<file path="config.mk">
export PLATFORM = sky130hd
export DESIGN_NAME = hdr_mode_scheduler_flat
export DESIGN_NICKNAME = d
export VERILOG_FILES = /design/src/rtl/hdr_mode_scheduler_pkg.sv /design/src/rtl/hdr_mode_scheduler_if.sv /design/src/rtl/hdr_mode_scheduler_vs_edge_det.sv /design/src/rtl/hdr_mode_scheduler.sv /design/src/flat_wrapper.sv
export SDC_FILE = /design/constraint.sdc
export NUM_CORES = 1
export LEC_CHECK = 0
export BUFFER_PORTS_ARGS = -buffer_cell sky130_fd_sc_hd__buf_2
export CAP_MARGIN = 5
export CORE_UTILIZATION = 40
export CTS_CLUSTER_SIZE = 8
export DETAILED_ROUTE_END_ITERATION = 6
export PLACE_DENSITY_LB_ADDON = 0.25
export SKIP_CTS_REPAIR_TIMING = 1
export SLEW_MARGIN = 25
export SYNTH_ARGS = -nofsm -noshare
export SYNTH_HDL_FRONTEND = slang
export SYNTH_SLANG_ARGS = --single-unit
</file>
<file path="constraint.sdc">
create_clock -name pix_clk -period 4 [get_ports pix_clk]
set_clock_uncertainty 0.05 [all_clocks]
set_input_delay 0.4 -clock pix_clk [delete_from_list [all_inputs] [get_ports pix_clk]]
set_output_delay 0.4 -clock pix_clk [all_outputs]
set_load 0.005 [all_outputs]
</file>
<file path="src/rtl/hdr_mode_scheduler_pkg.sv">
// Shared video-ctrl definitions for the HDR/non-HDR path scheduler:
// FSM state encoding and cfg_mode codes.
package hdr_mode_scheduler_pkg;

    localparam logic [1:0] ST_NHDR_ACTIVE = 2'd0;
    localparam logic [1:0] ST_HDR_WARMUP  = 2'd1;
    localparam logic [1:0] ST_HDR_ACTIVE  = 2'd2;
    localparam logic [1:0] ST_HDR_DRAIN   = 2'd3;

    typedef enum logic [1:0] {
        NHDR_ACTIVE = ST_NHDR_ACTIVE,
        HDR_WARMUP  = ST_HDR_WARMUP,
        HDR_ACTIVE  = ST_HDR_ACTIVE,
        HDR_DRAIN   = ST_HDR_DRAIN
    } state_t;

    localparam logic [1:0] MODE_NHDR = 2'd0;
    localparam logic [1:0] MODE_HDR  = 2'd1;
    localparam logic [1:0] MODE_ALT  = 2'd2;
    localparam logic [1:0] MODE_RSVD = 2'd3;

    localparam int FRM_W = 8;

endpackage

</file>
<file path="src/rtl/hdr_mode_scheduler_if.sv">
// Config, video-sync and status signals between the register bank / video
// paths (master) and the scheduler (slave).
interface hdr_mode_scheduler_if;
    logic [1:0] cfg_mode;
    logic [7:0] cfg_alt_period;
    logic       cfg_err_clr;
    logic       hdr_ready;
    logic       hdr_vs_in;
    logic       out_vs_in;
    logic       hdr_en;
    logic       hdr_sel;
    logic       busy;
    logic       switch_done;
    logic       err_timeout;

    modport master (
        output cfg_mode, cfg_alt_period, cfg_err_clr, hdr_ready, hdr_vs_in, out_vs_in,
        input  hdr_en, hdr_sel, busy, switch_done, err_timeout
    );

    modport slave (
        input  cfg_mode, cfg_alt_period, cfg_err_clr, hdr_ready, hdr_vs_in, out_vs_in,
        output hdr_en, hdr_sel, busy, switch_done, err_timeout
    );
endinterface

</file>
<file path="src/rtl/hdr_mode_scheduler_vs_edge_det.sv">
// Registered vsync with rising-edge pulse. The register resets to 1 so an
// idle-high vsync produces no edge on reset release.
module vs_edge_det (
    input  logic clk,
    input  logic rst_n,
    input  logic vs,
    output logic rise
);
    logic vs_d;

    always_ff @(posedge clk or negedge rst_n) begin
        if (!rst_n) vs_d <= 1'b1;
        else        vs_d <= vs;
    end

    assign rise = ~vs_d & vs;
endmodule

</file>
<file path="src/rtl/hdr_mode_scheduler.sv">
// HDR path switch sequencer: warm the HDR pipeline up over whole frames before
// selecting it, drain the mux before disabling it, with forced/auto modes.
module hdr_mode_scheduler
    import hdr_mode_scheduler_pkg::*;
#(
    parameter int WARM_FRAMES  = 2,
    parameter int DRAIN_FRAMES = 2,
    parameter int TIMEOUT_CYC  = 1 << 24
) (
    input  logic               pix_clk,
    input  logic               reset_n,
    hdr_mode_scheduler_if.slave bus
);
    localparam int               TO_W    = $clog2(TIMEOUT_CYC);
    localparam logic [TO_W-1:0]  TO_LAST = TO_W'(TIMEOUT_CYC - 1);
    localparam logic [FRM_W-1:0] WARM_N  = FRM_W'(WARM_FRAMES);
    localparam logic [FRM_W-1:0] DRAIN_N = FRM_W'(DRAIN_FRAMES);

    state_t           state, state_n;
    logic             hdr_rise, out_rise;
    logic [1:0]       mode;
    logic             want_hdr;
    logic [FRM_W-1:0] alt_cnt, alt_last;
    logic             alt_phase;
    logic [FRM_W-1:0] frm_cnt, frm_n, frm_sat;
    logic             frm_inc;
    logic [TO_W-1:0]  to_cnt, to_n;
    logic             to_hit, done_n, retry_blk;

    vs_edge_det u_hdr_vs (.clk(pix_clk), .rst_n(reset_n), .vs(bus.hdr_vs_in), .rise(hdr_rise));
    vs_edge_det u_out_vs (.clk(pix_clk), .rst_n(reset_n), .vs(bus.out_vs_in), .rise(out_rise));

    assign mode     = (bus.cfg_mode == MODE_RSVD) ? MODE_NHDR : bus.cfg_mode;
    assign want_hdr = (mode == MODE_HDR) | ((mode == MODE_ALT) & alt_phase);
    assign alt_last = (bus.cfg_alt_period == 8'd0) ? 8'd0 : bus.cfg_alt_period - 8'd1;

    // >= rather than == so a period shrunk mid-phase still wraps promptly
    always_ff @(posedge pix_clk or negedge reset_n) begin
        if (!reset_n) begin
            alt_cnt   <= '0;
            alt_phase <= 1'b0;
        end else if (mode != MODE_ALT) begin
            alt_cnt   <= '0;
            alt_phase <= 1'b0;
        end else if (out_rise) begin
            if (alt_cnt >= alt_last) begin
                alt_cnt   <= '0;
                alt_phase <= ~alt_phase;
            end else begin
                alt_cnt <= alt_cnt + 8'd1;
            end
        end
    end

    // Count includes this cycle's edge so the transition lands on the next clock.
    assign frm_inc = (state == HDR_WARMUP) ? (hdr_rise & bus.hdr_ready) : out_rise;
    assign frm_sat = (frm_cnt == 8'hFF) ? frm_cnt : frm_cnt + {7'd0, frm_inc};

    always_comb begin
        state_n = state;
        frm_n   = frm_cnt;
        to_n    = to_cnt;
        to_hit  = 1'b0;
        done_n  = 1'b0;
        case (state)
            NHDR_ACTIVE: begin
                if (want_hdr && !retry_blk) begin
                    state_n = HDR_WARMUP;
                    frm_n   = '0;
                    to_n    = '0;
                end
            end
            HDR_WARMUP: begin
                frm_n = bus.hdr_ready ? frm_sat : '0;
                to_n  = to_cnt + 1'b1;
                if (!want_hdr) begin
                    state_n = NHDR_ACTIVE;
                    done_n  = 1'b1;
                end else if (to_cnt == TO_LAST) begin
                    state_n = NHDR_ACTIVE;
                    to_hit  = 1'b1;
                end else if (bus.hdr_ready && frm_sat == WARM_N) begin
                    state_n = HDR_ACTIVE;
                    done_n  = 1'b1;
                end
            end
            HDR_ACTIVE: begin
                if (!want_hdr) begin
                    state_n = HDR_DRAIN;
                    frm_n   = '0;
                end
            end
            HDR_DRAIN: begin
                frm_n = frm_sat;
                if (want_hdr) begin
                    state_n = HDR_ACTIVE;
                    done_n  = 1'b1;
                end else if (frm_sat == DRAIN_N) begin
                    state_n = NHDR_ACTIVE;
                    done_n  = 1'b1;
                end
            end
            default: state_n = NHDR_ACTIVE;
        endcase
    end

    always_ff @(posedge pix_clk or negedge reset_n) begin
        if (!reset_n) begin
            state           <= NHDR_ACTIVE;
            frm_cnt         <= '0;
            to_cnt          <= '0;
            bus.hdr_en      <= 1'b0;
            bus.hdr_sel     <= 1'b0;
            bus.busy        <= 1'b0;
            bus.switch_done <= 1'b0;
        end else begin
            state           <= state_n;
            frm_cnt         <= frm_n;
            to_cnt          <= to_n;
            bus.hdr_en      <= (state_n != NHDR_ACTIVE);
            bus.hdr_sel     <= (state_n == HDR_ACTIVE);
            bus.busy        <= (state_n == HDR_WARMUP) || (state_n == HDR_DRAIN);
            bus.switch_done <= done_n;
        end
    end

    // After a timeout, hold off re-entry until want_hdr has been seen low.
    always_ff @(posedge pix_clk or negedge reset_n) begin
        if (!reset_n) begin
            retry_blk       <= 1'b0;
            bus.err_timeout <= 1'b0;
        end else begin
            if (to_hit)         retry_blk <= 1'b1;
            else if (!want_hdr) retry_blk <= 1'b0;
            if (to_hit)               bus.err_timeout <= 1'b1;
            else if (bus.cfg_err_clr) bus.err_timeout <= 1'b0;
        end
    end
endmodule

</file>
<file path="src/flat_wrapper.sv">
// flat-port wrapper written by rule: the top's interface ports become plain ports
module hdr_mode_scheduler_flat import hdr_mode_scheduler_pkg::*;
#(
    parameter int WARM_FRAMES  = 2,
    parameter int DRAIN_FRAMES = 2,
    parameter int TIMEOUT_CYC  = 1 << 24
)
  (pix_clk, reset_n, bus_cfg_mode, bus_cfg_alt_period, bus_cfg_err_clr, bus_hdr_ready, bus_hdr_vs_in, bus_out_vs_in, bus_hdr_en, bus_hdr_sel, bus_busy, bus_switch_done, bus_err_timeout);
  hdr_mode_scheduler_if bus_i ();
  input  logic pix_clk;
  input  logic reset_n;
  input wire logic [$bits(bus_i.cfg_mode)-1:0] bus_cfg_mode;
  input wire logic [$bits(bus_i.cfg_alt_period)-1:0] bus_cfg_alt_period;
  input wire logic [$bits(bus_i.cfg_err_clr)-1:0] bus_cfg_err_clr;
  input wire logic [$bits(bus_i.hdr_ready)-1:0] bus_hdr_ready;
  input wire logic [$bits(bus_i.hdr_vs_in)-1:0] bus_hdr_vs_in;
  input wire logic [$bits(bus_i.out_vs_in)-1:0] bus_out_vs_in;
  output wire logic [$bits(bus_i.hdr_en)-1:0] bus_hdr_en;
  output wire logic [$bits(bus_i.hdr_sel)-1:0] bus_hdr_sel;
  output wire logic [$bits(bus_i.busy)-1:0] bus_busy;
  output wire logic [$bits(bus_i.switch_done)-1:0] bus_switch_done;
  output wire logic [$bits(bus_i.err_timeout)-1:0] bus_err_timeout;
  assign bus_i.cfg_mode = bus_cfg_mode;
  assign bus_i.cfg_alt_period = bus_cfg_alt_period;
  assign bus_i.cfg_err_clr = bus_cfg_err_clr;
  assign bus_i.hdr_ready = bus_hdr_ready;
  assign bus_i.hdr_vs_in = bus_hdr_vs_in;
  assign bus_i.out_vs_in = bus_out_vs_in;
  assign bus_hdr_en = bus_i.hdr_en;
  assign bus_hdr_sel = bus_i.hdr_sel;
  assign bus_busy = bus_i.busy;
  assign bus_switch_done = bus_i.switch_done;
  assign bus_err_timeout = bus_i.err_timeout;
  hdr_mode_scheduler #(.WARM_FRAMES(WARM_FRAMES), .DRAIN_FRAMES(DRAIN_FRAMES), .TIMEOUT_CYC(TIMEOUT_CYC)) u_core (.pix_clk(pix_clk), .reset_n(reset_n), .bus(bus_i));
endmodule
</file>
==> summary.md <==
| Metric | Value |
|---|---|
| Final cell area excluding filler cells | between 3000 and 4000 sq um |
| Number of H-tree levels | 2 |
| Top post-synthesis cells by area | sky130_fd_sc_hd__dfrtp_1 39%, sky130_fd_sc_hd__ha_1 5.3%, sky130_fd_sc_hd__xor2_1 5.1% |
| Share of the synthesized area in the top cell type | between 30 and 40% |
| Global route total overflow | 0 |
| Sum of net half-perimeters after detailed placement | 4500 um |
| Vias per cell | 5.32 |
| Routing layer with the top usage in global route | met2 |
| Number of top-level pins | 21 |
| Run status | complete, but fails checks |
| Cell area after synthesis | around 3100 sq um |
| Hold/Removal Path Class | input port to async pin |
| Total placed instance area | 3280 sq um |
| Pre-Repair DR Iteration Count | 4 |
| Proportion of synthesized flip-flops having asynchronous set or reset | 100% |
| Yosys warns | 0 |
| Max capacitance violation total | 0 |
| Worst Setup Path Type | flop to flop |
| Final Max Tran Viols | 0 |
| First-pass GRT wire length | between 10000 and 15000 um |
| Port Buffer Count | 20 |
| TritonCTS buffer count | 5 |
| Via count | between 2000 and 2500 |
| Main flop type after synthesis | sky130_fd_sc_hd__dfrtp_1 |
| Final layout net count | ~400 |
| Starting density of the core | a little over two fifths |
| Die X | about 90 um |
| Number of clock sinks | 50 |
| Clock tree root buffer cell | sky130_fd_sc_hd__clkbuf_8 |
| Most used cells in the layout excluding fill and tap cells | 48 x sky130_fd_sc_hd__dfrtp_1, 40 x sky130_fd_sc_hd__nor2_1, 31 x sky130_fd_sc_hd__nand2_1, 24 x sky130_fd_sc_hd__o21ai_0, 20 x sky130_fd_sc_hd__buf_2 |
| Final setup TNS | 0 ps |
| Ratio of final minimum period to clock period | roughly four fifths |
| Post-layout min period | between 3000 and 4000 ps |
| Least-Margin Pin Slew | around 800 ps |
| Pwr Total | roughly 1.3 mW |
| Most common library cell in the layout ignoring fill and taps | sky130_fd_sc_hd__dfrtp_1 |
| Worst hold margin | -28.8 ps |
| Largest net degree at the start of global routing | 32 |
| Number of enable-type register cells in the synthesized netlist | 0 |
| Clock transition at the registers of the reported paths | about 100 ps |
| Core Area | 7370 sq um |
| Clock Path Buffers | 2 |
| Detail-routed net length per standard cell | 13.3 um |
| Count of routing violations after the opening detailed-route iteration | a little over 100 |
| Sequential share of the synthesized area | 40.5% |
| Maximum operating frequency | 0.310 GHz |
| Mapped Avg Cell Area | 9.10 sq um |
| Syn Inst Count | 340 |
| Total global-route track usage | 16.7% |
| Met1 Track Usage GR | between 20% and 30% |
| P per Cell Area | roughly 370 nW/um^2 |
| CTS tree | done |
| Net count after synthesis | 369 |
| Routability-driven placement congestion ratio | between 0.8 and 0.9 |
| Total Wirelength | between 6000 and 7000 um |
| Finished Layout Cells | roughly 460 |
| Clk Latency, worst-skew pair | between 300 and 400 ps |
| Final hold violations | 19 |
| Leading area contributor after synthesis | sky130_fd_sc_hd__dfrtp_1 |
| Layout overhead on the synthesized area | 9.54% |
| Number of global-route vias before repair | approximately 2400 |
| Relative slew slack | a little under half |
| Antenna diode count | 0 |
| Worst Path Arrival | ~3400 ps |
| Rows | 31 |
| DRT antenna net count | 0 |
| Share of post-route cells with drive strength above 1 | roughly 16% |
| Detailed-route DRC error count | 0 |
| Failing checks | hold timing |
| Setup repair after global routing missed its margin | no |
| CP required | about 4200 ps |
| Met2 layer usage reported by global route | around 25% |
| CP startpoint kind | flop |
| Post-synthesis sequential element count | 50 |
| Vert. Die Dim | between 80 and 90 um |
| Placed Instances | ~450 |
| Cells on worst reg2reg path | 12 |
| Initial antenna violation count | 0 |
| Met3 capacity usage during global routing | under 10% |
| Maximum vdd ir drop | between 0.0002 and 0.0003 V |
| Endpoint kind of the worst setup timing path | flop |
| Critical-path maximum fanout | 10 |
| Overall die area | 8090 sq um |
| Count of unique library cells instantiated by Yosys | 55 |
| Leak Pwr | 1.55 nW |
| Endpoints failing setup | 0 |
worst max-delay path, cell delays in order (launching register included):
cell and delay, ps:
sky130_fd_sc_hd__dfrtp_1 500, sky130_fd_sc_hd__inv_1 200, sky130_fd_sc_hd__nor2_1 310, sky130_fd_sc_hd__nand4b_1 120, sky130_fd_sc_hd__o21ai_0 100, sky130_fd_sc_hd__ha_1 300
sky130_fd_sc_hd__ha_1 270, sky130_fd_sc_hd__and3_1 210, sky130_fd_sc_hd__and3_1 270, sky130_fd_sc_hd__a2111oi_4 80, sky130_fd_sc_hd__o211ai_2 350, sky130_fd_sc_hd__mux2_4 340
sky130_fd_sc_hd__nor2_2 80
layer usage:
| layer | routed length [um] | vias to the layer above |
|---|---|---|
| li1 | - | 1240 |
| met1 | 3120 | 1170 |
| met2 | 2670 | 41 |
| met3 | 237 | 9 |
| met4 | 112 | 0 |
| met5 | 0 | - |
stage by stage:
step	worst slack [ps]	utilization, %
floorplan	1060	-
global route	388	46.0
detailed placement	675	44.5
global placement	772	44.5
finish	772	46.0
CTS	774	46.0
kinds of logic (layout without fill, tap and decap cells):
| group | Yosys count | count (layout) | synth area share [%] |
|---|---|---|---|
| xor+xnor | 25 | 25 | 7.08 |
| mux | 3 | 3 | 1.17 |
| flops | 50 | 50 | 40.5 |
| fa+ha+maj | 13 | 13 | 5.26 |
| buf+inv | 20 | 43 | 3.52 |
| simple gates | 162 | 162 | 27.5 |
| compound gates | 67 | 67 | 15.0 |
state kept, by name (all words and copies together), names as in the netlist:
name	flops
u_core.u_hdr_vs.vs_d	1
u_core.bus.switch_done	1
u_core.bus.err_timeout	1
u_core.frm_cnt	8
u_core.retry_blk	1
u_core.bus.busy	1
u_core.alt_cnt	8
u_core.u_out_vs.vs_d	1
u_core.alt_phase	1
u_core.to_cnt	24
u_core.bus.hdr_sel	1
u_core.state	1
u_core.bus.hdr_en	1
power breakdown:
part	switching (mW)	internal, mW	total [mW]
clock	0.174	0.188	0.361
sequential	0.0539	0.548	0.602
combinational	0.179	0.110	0.289
cells in the mapped netlist, drive strengths merged (9+ instances only):
| cell type | n |
|---|---|
| nand3 | 17 |
| a21oi | 17 |
| o21ai | 24 |
| nand2b | 9 |
| inv | 12 |
| ha | 13 |
| xor2 | 18 |
| nor2 | 46 |
| and3 | 10 |
| nor3 | 9 |
| dfrtp | 48 |
| nand2 | 31 |
| nand4 | 13 |
final cells by class:
| class | instances | area (sq um) |
|---|---|---|
| Tap cell | 99 | 124 |
| Sequential cell | 50 | 1250 |
| Multi-Input combinational cell | 270 | 1730 |
| Fill cell | 719 | 3980 |
| Clock inverter | 3 | 43.8 |
| Inverter | 12 | 45.0 |
| Clock buffer | 5 | 68.8 |
| Timing Repair Buffer | 23 | 123 |
path summary, 6_finish.rpt:
path | start | end | slack [ps]
min in group pix_clk | bus_hdr_vs_in | u_core.u_hdr_vs.vs_d$_DFF_PN1_ | 150
setup / recovery | u_core.bus.busy$_DFF_PN0_ | u_core.bus.hdr_sel$_DFF_PN0_ | 770
hold / removal | reset_n | u_core.to_cnt[8]$_DFFE_PN0P_ | -30
max in group asynchronous | reset_n | u_core.u_out_vs.vs_d$_DFF_PN1_ | 3140
setup reg to reg | u_core.bus.busy$_DFF_PN0_ | u_core.bus.hdr_sel$_DFF_PN0_ | 770
hold reg to reg | u_core.bus.err_timeout$_DFFE_PN0P_ | u_core.bus.err_timeout$_DFFE_PN0P_ | 480
Power figures use the tool's default switching activity.
